## config.mk

```make
export PLATFORM = sky130hd
export DESIGN_NAME = sync_fifo_flags
export DESIGN_NICKNAME = d
export VERILOG_FILES = /design/src/rtl/sync_fifo_flags.sv
export SDC_FILE = /design/constraint.sdc
export NUM_CORES = 1
export LEC_CHECK = 0
export CAP_MARGIN = 20
export CORE_ASPECT_RATIO = 1.1
export CORE_MARGIN = 3
export CORE_UTILIZATION = 40
export CTS_BUF_LIST = sky130_fd_sc_hd__clkbuf_2
export DETAILED_ROUTE_END_ITERATION = 7
export DONT_BUFFER_PORTS = 1
export GPL_ROUTABILITY_DRIVEN = 0
export GPL_TIMING_DRIVEN = 0
export HOLD_SLACK_MARGIN = 0.12
export PLACE_DENSITY = 0.56
export SYNTH_ARGS = -nofsm -noshare
export SYNTH_HDL_FRONTEND = slang
export SYNTH_SLANG_ARGS = --single-unit
```

## constraint.sdc

```tcl
create_clock -name clk -period 4.06 [get_ports clk]
set_input_delay 0.609 -clock clk [delete_from_list [all_inputs] [get_ports clk]]
set_output_delay 0.609 -clock clk [all_outputs]
set_load 0.005 [all_outputs]
```

## src/rtl/sync_fifo_flags.sv

```systemverilog
// Single-clock FIFO with occupancy count, threshold flags, sticky errors
// and selectable registered or first-word-fall-through read data.
module sync_fifo_flags #(
    parameter int WIDTH     = 8,
    parameter int DEPTH     = 16,
    parameter int AF_THRESH = DEPTH - 2,
    parameter int AE_THRESH = 2,
    parameter bit FWFT      = 1'b0
) (
    input  logic                     clk,
    input  logic                     reset,
    input  logic [WIDTH-1:0]         data_in,
    input  logic                     w_en,
    input  logic                     r_en,
    input  logic                     clr_err,
    output logic [WIDTH-1:0]         data_out,
    output logic                     full,
    output logic                     empty,
    output logic                     almost_full,
    output logic                     almost_empty,
    output logic [$clog2(DEPTH):0]   count,
    output logic                     overflow,
    output logic                     underflow
);

    localparam int AW = $clog2(DEPTH);
    localparam int CW = AW + 1;

    logic [WIDTH-1:0] mem [DEPTH];
    logic [AW-1:0]    wr_ptr;
    logic [AW-1:0]    rd_ptr;
    logic [CW-1:0]    count_nxt;
    logic             rd_acc;
    logic             wr_acc;

    assign full         = (count == CW'(DEPTH));
    assign empty        = (count == '0);
    assign almost_full  = (count >= CW'(AF_THRESH));
    assign almost_empty = (count <= CW'(AE_THRESH));

    // A write at full only lands when a pop frees the slot on the same edge.
    assign rd_acc = r_en && !empty;
    assign wr_acc = w_en && (!full || rd_acc);

    always_ff @(posedge clk) begin
        if (wr_acc) begin
            mem[wr_ptr] <= data_in;
        end
    end

    always_ff @(posedge clk or negedge reset) begin
        if (!reset) begin
            wr_ptr <= '0;
            rd_ptr <= '0;
        end else begin
            if (wr_acc) begin
                wr_ptr <= wr_ptr + AW'(1);
            end
            if (rd_acc) begin
                rd_ptr <= rd_ptr + AW'(1);
            end
        end
    end

    always_comb begin
        count_nxt = count;
        unique case ({wr_acc, rd_acc})
            2'b10:   count_nxt = count + CW'(1);
            2'b01:   count_nxt = count - CW'(1);
            default: count_nxt = count;
        endcase
    end

    always_ff @(posedge clk or negedge reset) begin
        if (!reset) begin
            count <= '0;
        end else begin
            count <= count_nxt;
        end
    end

    // A fresh error on the clearing edge keeps its flag set.
    always_ff @(posedge clk or negedge reset) begin
        if (!reset) begin
            overflow  <= 1'b0;
            underflow <= 1'b0;
        end else begin
            overflow  <= (overflow && !clr_err) || (w_en && !wr_acc);
            underflow <= (underflow && !clr_err) || (r_en && !rd_acc);
        end
    end

    if (FWFT) begin : g_fwft
        assign data_out = empty ? '0 : mem[rd_ptr];
    end else begin : g_std
        logic [WIDTH-1:0] rd_q;

        always_ff @(posedge clk or negedge reset) begin
            if (!reset) begin
                rd_q <= '0;
            end else if (rd_acc) begin
                rd_q <= mem[rd_ptr];
            end
        end

        assign data_out = rd_q;
    end

endmodule

```

# Word-level counts from Yosys, hierarchy flattened
# Memory sizes are Yosys's and may differ from the RTL's. A register that Yosys moved wholly into a read port is not among the register bits.
# Index checks and enable logic that the tools add are counted.
[op_classes]
add_sub_neg = 4
order_cmp = 2
eq_ne = 3
muxes = 3
reduce_logical = 17
[ops]
columns = ["op", "count"]
rows = [
  ["one-hot mux 5 bit (2 select lines)", 1],
  ["adder 4 x 1 -> 4 bit (second input constant)", 2],
  ["logical AND 1 bit", 6],
  ["zero test 1 bit", 6],
  ["adder 5 x 1 -> 5 bit (second input constant)", 1],
  ["== test 5 bit (second input constant)", 1],
  [">= comparator 5 x 4 -> 1 bit (second input constant)", 1],
  ["<= comparator 5 x 2 -> 1 bit (second input constant)", 1],
  ["zero test 5 bit", 1],
  ["subtractor 5 x 1 -> 5 bit (second input constant)", 1],
  ["logical OR 1 bit", 3],
  ["== test 2 x 1 -> 1 bit (second input constant)", 1],
  ["== test 2 bit (second input constant)", 1],
  ["2-to-1 mux 1 bit", 2],
  ["nonzero test 2 bit", 1],
]
[word_totals]
ff_bits = 15
mem_bits_rw = 128
inputBits = 13
wordCells = 35
n_memories = 1
[memory_table]
columns = ["memory", "words", "width", "rd", "rd_ports_with_merged_regs", "write_ports", "line", "rtl"]
rows = [
  ["mem", 16, 8, 1, 1, 1, "29", "logic [WIDTH-1:0] mem [DEPTH];"],
]

# Depth between registers and ports, before layout
# Gate-level depths: netlist (run 1).
[depth]
ltp_word = 8
ltp_mapped = 10
depth_no_buf = 8

# Least setup slack after synthesis (run 1)
# Ideal clock, no wire load.
[synth_timing]
path_kind = "register -> register"
from = "register count[1]"
to = "register count[4]"
arrival_ns = 3.178
required_ns = 3.924
setup_slack_ns = 0.746
path_stages_with_launch = 11
cell_sequence = "dfrtp_1 -> or4_1 -> buf_2 -> o21ai_0 -> buf_2 -> nor2_1 -> fa_1 -> a21o_1 -> a21oi_1 -> mux2_2 -> or3b_2"
[synth_via]
elab_chain_len = 7
elab_cells_between_ends = 13
classes_between = "2 x add/sub; 3 x eq/ne; 1 x mux; 7 x reduce/logical"
[synth_rtl]
columns = ["item", "line", "rtl"]
rows = [
  ["from (decl)", "21", "output logic [$clog2(DEPTH):0] count,"],
  ["from (signal assigned)", "78", "count <= count_nxt;"],
  ["zero test 5 bit", "37", "assign empty = (count == '0);"],
  ["zero test 1 bit", "42", "assign rd_acc = r_en && !empty;"],
  ["logical AND 1 bit", "42", ""],
  ["logical OR 1 bit", "43", "assign wr_acc = w_en && (!full || rd_acc);"],
  ["logical AND 1 bit", "43", ""],
  ["== test 2 x 1 -> 1 bit or == test 2 bit (tied branches)", "67", "unique case ({wr_acc, rd_acc})"],
  ["one-hot mux 5 bit (2 select lines) or nonzero test 2 bit (tied branches)", "--", ""],
]
# Several ways; a longest one is shown, not always the timed one.
# A chain may end at the register's enable or synchronous reset.

# Worst setup path in the final report (run 1)
# Same ends and word-level chain as after synthesis.

==> results by group, run 1 <==
Status
  – Status: complete, no violations

Setup path
  – Reg2reg end: count[4]
  – R2R Path Start: count[1]
  – Startpoint types: flop
  – Worst path max stage delay: around 0.54 ns
  – Arr. time, crit path: 4.39 ns
  – Critical path's most frequent cell: buf_2
  – FF-to-FF path depth: 10
  – Slowest-stage cell, CP: or4_1
  – Flop2flop setup slack: 0.27 ns
  – WP data required: 4.66 ns
  – Crit. End Element: flop
  – Crit-path max FO: 10
  – Cells along the critical path: or4_1, buf_2, o21ai_0, buf_2, nor2_1, fa_1, a21o_1, a21oi_1, mux2_2, or3b_2
  – Critical path class: flop to flop

Worst hold path
  – Hold crit path type: input pin to flop
  – Hold_sp: r_en
  – Hold Path End: overflow
  – Hold Path Stages: 2

Timing
  – Final hold viol count: 0
  – Final Slew Violations: 0
  – F_max: 264 MHz
  – TNS Setup: 0 ns
  – Worst-Margin Slew: 0.979 ns
  – Final worst slack: 0.269 ns
  – Tmin final: around 3.8 ns
  – Crit share post-route: 93.4%
  – Unrepaired setup endpoints after global routing: false
  – Hold_ws: 0.237 ns
  – Slew margin rel.: 34.5%
  – Setup Skew: 0.0383 ns
  – # setup viols final: 0

Synth
  – EDFF count, synth: 128
  – Main synth FF type: edfxtp_1
  – Mapped Nets: roughly 340
  – Synth warnings: 0
  – Synth Area per Inst: ~19 um2
  – Syn Inst Count: 319
  – Yosys cell types: 38
  – Async set-reset flop share out of synthesis: 15.2%
  – #FFs+latches synth: 151
  – Mapped cell area: 6090 um2
  – Seq/Total Area, Yosys: 72.5%

Die
  – Die X-Extent: between 100 and 150 um
  – Initial core utilization: 41.5%
  – I/O pin cnt: 32
  – Die Area: 16800 um2
  – Core box area: 14700 um2
  – DIE HEIGHT: 135 um
  – Row cnt: 46

Placement
  – Pre-CTS setup slack: between 0.2 and 0.3 ns
  – Detailed Place HPWL: 8.10 mm
  – Port bufs: 0

Clock tree
  – CTS tree: done
  – Clk sink count: about 150
  – Htree depth: 4
  – Clk slew on worst S/H paths: approximately 0.21 ns
  – Post-CTS setup buffer count: 0
  – Clock tree buffer depth: 2
  – Root Buffer: clkbuf_2
  – CTS Buf Count: 17
  – Clock Latency Late Sink: 0.69 ns

GRT
  – GRT Total Usage: around 16%
  – Initial antenna violation count: 1
  – Vias in the first global route: 3187
  – Pin count of the biggest net entering global routing: 24
  – Global-route wire length before repair: 18.7 mm
  – GR Overflow Total: 0

Cells and area
  – Layout net count: 377
  – Area Overhead vs Synth: 10.4%
  – FILL cells: 1302
  – Commonest non-fill, non-tap cell in the layout: edfxtp_1
  – Most frequent cells in the layout: 128 x edfxtp_1, 32 x mux4_2, 23 x dfrtp_1
  – Fraction of layout cells with a size suffix above 1: roughly 23%

Pwr
  – Total power: approximately 4.3 mW
  – Power density cells: 633 nW/um2
  – Static leakage: 2.29 nW
  – Worst vdd ir: 0.219 mV

Routing
  – Drt total wl: 12.3 mm
  – ANT nets after route: 0
  – Drt drc: 0
  – Routed vias/inst: 5.37
  – Initial DRC Count: between 150 and 200
  – DR WL/cell: 21.9 um
  – Vias: approximately 3000
  – Router iterations before antenna repair: 4

Flow run
  – Max Cap Viol: 0
## worst max-delay path, delay by kind of cell, from the launching register on
| family | cells | cell delay, ns |
|---|---|---|
| adders and majority gates | 1 | 0.42 |
| buffers and inverters | 2 | 0.50 |
| AOI/OAI and AO/OA | 3 | 0.74 |
| muxes | 1 | 0.37 |
| and+or+nand+nor | 3 | 1.16 |
| DFF | 1 | 0.52 |
## stage by stage
stage               cell area, um2  util, %  cells
floorplan                     6090        -    319
global placement              6330     43.2    511
detailed placement            6350     43.3    515
CTS                           6730     45.8    559
global route                  6730     45.9    560
finish                        6730     45.9    560
## kinds of logic (layout without fill, tap and decap cells)
family / count (synthesis) / in the layout / share of synthesized area, %
xor gates and xnor gates: 9 / 9 / 1.29
muxes: 53 / 53 / 15.8
AOI/OAI and AO/OA: 23 / 23 / 3.12
and+or+nand+nor: 51 / 51 / 3.74
other: 0 / 1 / 0
adders and majority gates: 9 / 9 / 1.97
DFF: 151 / 151 / 72.5
buffers and inverters: 23 / 71 / 1.60
## layout make-up
class                           instances  area, um2  share of cell area, %
Inverter                                6       22.5                  0.335
Clock inverter                         11        133                   1.97
Antenna cell                            1       2.50                 0.0372
Multi-Input combinational cell        145       1580                   23.4
Sequential cell                       151       4420                   65.7
Buffer                                 17       75.1                   1.12
Tap cell                              192        240                   3.57
Clock buffer                           20        100                   1.49
Timing Repair Buffer                   17        160                   2.38
## how the worst max path moves through the flow
stage,slack (ns),cells after the start,from,end
2_1_floorplan,0.75,10,count[1],count[4]
6_report,0.27,10,count[1],count[4]
4_1_cts,0.27,10,count[1],count[4]
3_3_place_gp,0.36,10,count[1],count[4]
3_5_place_dp,0.28,10,count[1],count[4]
5_1_grt,0.06,10,count[1],count[4]
## layer usage
layer	track usage (%)	up-vias	wire length, um
li1	-	1346	-
met1	19.4	1572	5030
met2	26.6	71	6300
met3	5.10	20	723
met4	6.34	0	213
met5	0	-	0
## power by group
group	total (mW)	switching, mW	internal (mW)	leakage (nW)
clock	0.835	0.496	0.339	0.146
sequential	2.07	0.144	1.92	1.43
combinational	1.36	0.739	0.619	0.708
total	4.26	1.38	2.88	2.29
## state kept, by name (all words and copies together) (netlist names)
signal	cells
mem	128
rd_ptr	4
overflow	1
count	5
data_out	8
underflow	1
wr_ptr	4
## cell usage after synthesis, types with 2 or more instances
library cell / n / area (um2)
ha_1: 8 / 100
mux2i_4: 2 / 45.0
inv_1: 6 / 22.5
mux2_2: 4 / 45.0
buf_1: 3 / 11.3
nor4_1: 2 / 12.5
xnor2_1: 8 / 70.1
dfrtp_1: 23 / 576
a21oi_1: 2 / 10.0
a21o_1: 2 / 15.0
clkbuf_1: 5 / 18.8
o221ai_1: 7 / 61.3
mux2i_1: 15 / 150
nand2b_1: 2 / 12.5
nor3_1: 5 / 25.0
edfxtp_1: 128 / 3840
buf_2: 8 / 40.0
a2111oi_0: 2 / 17.5
nand2_1: 20 / 75.1
nand4_1: 2 / 12.5
o21ai_0: 2 / 10.0
mux4_2: 32 / 721
nor2_1: 16 / 60.1
## timing repair
item                                    in CTS  in global routing
endpoints found under the setup margin       0                  0
endpoints found under the hold margin      156                  0
hold buffers                                13                  0
gates resized for setup                      0                  0
Power figures use the tool's default switching activity.
==> run 2: changes to the inputs <==
- CORE_MARGIN: 3 -> default
==> run 2 against run 1 <==
Compared with the run above: non-clock buffer count shrank 1; die area shrank 6.1%; sequential power is essentially flat; global-route usage grew 1.5 points; worst setup slack gained 0.12 ns; combinational power is essentially flat; hold slack lost 0.021 ns; sequential share of layout area shrank 0.16 points; core utilization grew 0.11 points; critical path type unchanged; largest cell class unchanged.
==> results by group, run 2 (synthesis gave the netlist of run 1 again) <==
Timing
  – Setup Skew: 0.0220 ns
  – Slew margin rel.: 31.6%
  – Worst-Margin Slew: 1.02 ns
  – # setup viols final: 0
  – Final hold viol count: 0
  – F_max: 272 MHz
  – Tmin final: 3.67 ns
  – Crit share post-route: 90.5%
  – Final worst slack: approximately 0.39 ns
  – Unrepaired setup endpoints after global routing: false
  – Final Slew Violations: 0
  – TNS Setup: 0 ns

Setup path
  – Slowest-stage cell, CP: or4_1
  – Worst setup startpoint: count[1]
  – Arr. time, crit path: 4.28 ns
  – Reg2reg end: count[4]
  – Crit-path max FO: 10
  – Critical path class: flop to flop
  – FF-to-FF path depth: 10
  – Worst path max stage delay: 0.54 ns
  – Critical path's most frequent cell: buf_2
  – Flop2flop setup slack: 0.39 ns
  – R2R Path Start: count[1]
  – Crit. End Element: flop
  – Cells along the critical path: or4_1, buf_2, o21ai_0, buf_2, nor2_1, fa_1, a21o_1, a21oi_1, mux2_2, or3b_2
  – Startpoint types: flop
  – WP data required: 4.66 ns

Cells and area
  – Fraction of layout cells with a size suffix above 1: between 20% and 30%
  – Max reg flops: 128
  – Final cell count without fillers: 558
  – Most frequent cells in the layout: 128 x edfxtp_1, 32 x mux4_2, 23 x dfrtp_1
  – Ant. Diodes: 0
  – Commonest non-fill, non-tap cell in the layout: edfxtp_1
  – Layout net count: 376
  – Reg with most FFs: mem
  – Area Overhead vs Synth: 10.7%

Die
  – Initial core utilization: 41.5%
  – Core box area: ~15000 um2
  – DIE HEIGHT: 131 um
  – Die Area: between 15000 and 20000 um2
  – Die X-Extent: 120 um
  – I/O pin cnt: 32
  – Row cnt: 46

Clock tree
  – Clock Latency Late Sink: 0.70 ns
  – Root Buffer: clkbuf_2
  – Htree depth: 4
  – CTS resizes: 0
  – Clk slew on worst S/H paths: 0.20 ns
  – CTS tree: done
  – Clk sink count: 151
  – CTS Buf Count: 17
  – Clock tree buffer depth: 2

Placement
  – Port bufs: 0
  – Pre-CTS setup slack: 0.389 ns
  – Detailed Place HPWL: 8.11 mm
  – Placed insts: slightly above 500

GRT
  – GR Overflow Total: 0
  – Vias in the first global route: 3326
  – GRT Total Usage: 17.5%
  – Pin count of the biggest net entering global routing: 24
  – Global-route wire length before repair: 19.6 mm
  – Initial antenna violation count: 0

Routing
  – Router iterations before antenna repair: 4
  – Drt total wl: between 10 and 15 mm
  – Vias: around 3000
  – Routed vias/inst: 5.37
  – Initial DRC Count: 179
  – DR WL/cell: 22.2 um
  – Drt drc: 0
  – ANT nets after route: 0

Pwr
  – Static leakage: 2.30 nW
  – Power density cells: 641 nW/um2
  – Worst vdd ir: roughly 0.29 mV

Worst hold path
  – Hold_sp: r_en
  – Hold crit path type: input pin to flop
  – Hold Path End: overflow
  – Hold Path Stages: 2

Flow run
  – Max Cap Viol: 0

Status
  – Status: complete, no violations
## run 2: cell types whose count changed in the layout (fill, tap and decap cells not counted), sizes merged
cell,delta
buf,-1
bufinv,+1
clkbuf,-2
clkinv,+2
clkinvlp,-1
diode,-1
## run 2: metal layers
layer | vias up | GRT usage [%] | routed length, um
li1 | 1351 | - | -
met1 | 1560 | 22.4 | 5410
met2 | 68 | 28.2 | 6250
met3 | 16 | 4.73 | 544
met4 | 0 | 7.15 | 176
met5 | - | 0 | 0
## run 2: how the worst max path moves through the flow
stage	slack, ns	to	cells past startpoint
floorplan	0.75	count[4]	10
global placement	0.38	count[4]	10
detailed placement	0.39	count[4]	10
CTS	0.35	count[4]	10
global route	0.07	count[4]	10
finish	0.39	count[4]	10
## run 2: metrics by stage
stage | util [%] | cell area (um2) | hold WS [ns] | power [mW]
floorplan | - | 6090 | 0.313 | 3.08
global placement | 43.2 | 6330 | 0.314 | 3.42
detailed placement | 43.3 | 6350 | 0.314 | 3.46
CTS | 46.0 | 6750 | 0.133 | 4.39
global route | 46.0 | 6750 | 0.143 | 4.59
finish | 46.0 | 6750 | 0.216 | 4.32
## run 2: worst max-delay path, delay by kind of cell, from the launching register on
| family | cells | cell delay (ns) |
|---|---|---|
| AND/OR/NAND/NOR | 3 | 1.15 |
| AO/OA/AOI/OAI | 3 | 0.66 |
| flip-flops | 1 | 0.52 |
| buffers and inverters | 2 | 0.48 |
| adder cells (fa/ha/maj) | 1 | 0.43 |
| multiplexers | 1 | 0.36 |
## run 2: repair_timing
action,CTS,global route
hold buffers,13,0
setup buffers,0,0
endpoints found under the hold margin,154,0
## run 2: final cells by class
type	count	area, um2
Fill cell	1264	7930
Sequential cell	151	4420
Multi-Input combinational cell	145	1580
Tap cell	192	240
Clock inverter	13	161
Timing Repair Buffer	16	155
Clock buffer	18	90.1
Buffer	17	75.1
Inverter	6	22.5
## run 2: report_power, final
| part | switching, mW | total (mW) | internal [mW] |
|---|---|---|---|
| logic | 0.747 | 1.37 | 0.619 |
| clock network | 0.503 | 0.895 | 0.392 |
| registers | 0.140 | 2.06 | 1.92 |
==> run 3: changes to the inputs <==
- CAP_MARGIN: 20 -> 30
- CORE_UTILIZATION: 40 -> 65
- PLACE_DENSITY: 0.56 -> 0.83
==> run 3 against run 2 <==
Compared with the run above: flip-flop and latch count stayed put; total power is 3.6% lower; cell count fell by 13%; non-clock buffer count rose by 2; largest cell class unchanged.
==> results by group, run 3 (synthesis gave the netlist of run 1 again) <==
Status
  – Status: complete, no violations

Timing
  – Final worst slack: 0.313 ns
  – Unrepaired setup endpoints after global routing: false
  – # setup viols final: 0
  – Final Slew Violations: 0
  – Hold_ws: 0.208 ns
  – Final hold viol count: 0
  – F_max: roughly 270 MHz
  – Tmin final: roughly 3.7 ns
  – Setup Skew: 0.0206 ns
  – Worst-Margin Slew: 0.939 ns
  – Slew margin rel.: 37.2%
  – Crit share post-route: 92.3%
  – TNS Setup: 0 ns

Cells and area
  – FILL cells: 522
  – Area Overhead vs Synth: 8.66%
  – Max reg flops: 128
  – Most frequent cells in the layout: 128 x edfxtp_1, 32 x mux4_2, 23 x clkbuf_2, 23 x dfrtp_1, 20 x nand2_1
  – Layout net count: 378
  – Post-route cell area: 6620 um2
  – Ant. Diodes: 0
  – Commonest non-fill, non-tap cell in the layout: edfxtp_1
  – Fraction of layout cells with a size suffix above 1: between 20% and 30%
  – Reg with most FFs: mem
  – Final cell count without fillers: 483

Setup path
  – Worst path max stage delay: 0.54 ns
  – WP data required: approximately 4.7 ns
  – Top cell family by delay on the critical path: simple AND/OR/NAND/NOR gates
  – Slowest-stage cell, CP: or4_1
  – Startpoint types: flop
  – Bufs and invs on worst path: 2
  – Flop2flop setup slack: 0.31 ns
  – Critical path class: flop to flop
  – Crit-path max FO: 10
  – Critical path's most frequent cell: buf_2
  – Cells along the critical path: or4_1, buf_2, o21ai_0, buf_2, nor2_1, fa_1, a21o_1, a21oi_1, mux2_2, or3b_2
  – Arr. time, crit path: ~4.3 ns
  – Crit. End Element: flop

Placement
  – Detailed Place HPWL: 7.40 mm
  – Port bufs: 0
  – Placed Area: 6260 um2
  – Pre-CTS setup slack: 0.330 ns
  – Placed insts: 437

Die
  – Core box area: 8960 um2
  – I/O pin cnt: 32
  – Row cnt: 36
  – Die Area: 9770 um2
  – DIE HEIGHT: 104 um
  – Initial core utilization: roughly two thirds
  – Die X-Extent: 94.3 um

Flow run
  – Max Cap Viol: 0

Pwr
  – Static leakage: 2.29 nW
  – Power Internal: 2.83 mW
  – Clock share of power: approximately a fifth
  – Sequential share of power: 49.3%
  – Switch Pwr: 1.34 mW
  – Worst vdd ir: between 0.3 and 0.4 mV
  – Power density cells: 630 nW/um2
  – Comb pwr share: between 30% and 40%
  – Net Sw Frac: 32.1%

Clock tree
  – CTS resizes: 0
  – Clk slew on worst S/H paths: 0.19 ns
  – Root Buffer: clkbuf_2
  – CTS tree: done
  – Clock tree buffer depth: 2
  – CTS Buf Count: 17
  – Clk sink count: around 150
  – Post-CTS Hold Buffers: 13
  – Htree depth: 4
  – Clock Latency Late Sink: ~0.69 ns
  – Post-CTS setup buffer count: 0

Routing
  – Drt total wl: 10.9 mm
  – Initial DRC Count: 282
  – Drt drc: 0
  – DR WL/cell: between 20 and 25 um
  – Vias: a little over 3000
  – Router iterations before antenna repair: 4
  – Routed vias/inst: 6.27
  – ANT nets after route: 0

GRT
  – Global-route wire length before repair: roughly 17 mm
  – Vias in the first global route: 3113
  – Pin count of the biggest net entering global routing: 24
  – GR Overflow Total: 0
  – Initial antenna violation count: 1
  – GRT Total Usage: about a quarter

Worst hold path
  – Hold crit path type: input pin to flop
==> run 3: cell count changes in the layout (fill, tap and decap cells not counted), sizes merged <==
cell         delta
buf             +1
bufinv          -2
clkbuf          +4
clkinv          -2
clkinvlp        +1
dlygate4sd3     +1
==> run 3: final timing paths <==
kind,from,endpoint,cells past startpoint
hold reg to reg,data_out[0],data_out[0],2
setup / recovery,count[1],count[4],10
max in group asynchronous,reset,data_out[1],2
min in group asynchronous,reset,overflow,2
hold / removal,r_en,data_out[6],3
setup reg to reg,count[1],count[4],10
==> run 3: area by class of cell <==
cell class	instances	area, um2	share of cell area, %
Buffer	17	75.1	1.13
Multi-Input combinational cell	145	1580	23.8
Timing Repair Buffer	18	170	2.57
Inverter	6	22.5	0.340
Clock inverter	10	105	1.59
Clock buffer	22	110	1.66
Tap cell	114	143	2.15
Sequential cell	151	4420	66.7
==> run 3: per-layer routing <==
metal / part of all wire [%] / GRT usage [%] / vias up
li1: - / - / 1354
met1: 41 / 33.6 / 1521
met2: 51 / 38.7 / 130
met3: 6.1 / 7.78 / 22
met4: 1.7 / 7.91 / 2
met5: 0.12 / 0 / -
==> run 3: through the flow <==
stage                     power [mW]  util (%)
final                           4.17      73.9
after floorplan                 3.08         -
after detailed placement        3.40      69.8
after CTS                       4.19      73.8
after global placement          3.34      69.6
after global routing            4.40      73.9
==> run 3: power groups by stage <==
stage          Sequential (mW)  Clock [mW]  Combinational (mW)
3_5_place_dp              2.09           0                1.31
4_1_cts                   2.05       0.785                1.35
6_report                  2.05       0.776                1.34
2_1_floorplan             2.05           0                1.02
3_3_place_gp              2.08           0                1.26
5_1_grt                   2.08       0.861                1.46
==> run 3: worst register-to-register path: stages, from the launching register on <==
cell and delay [ns]:
dfrtp_1 0.52, or4_1 0.54, buf_2 0.18, o21ai_0 0.26, buf_2 0.31, nor2_1 0.15
fa_1 0.42, a21o_1 0.19, a21oi_1 0.27, mux2_2 0.36, or3b_2 0.46
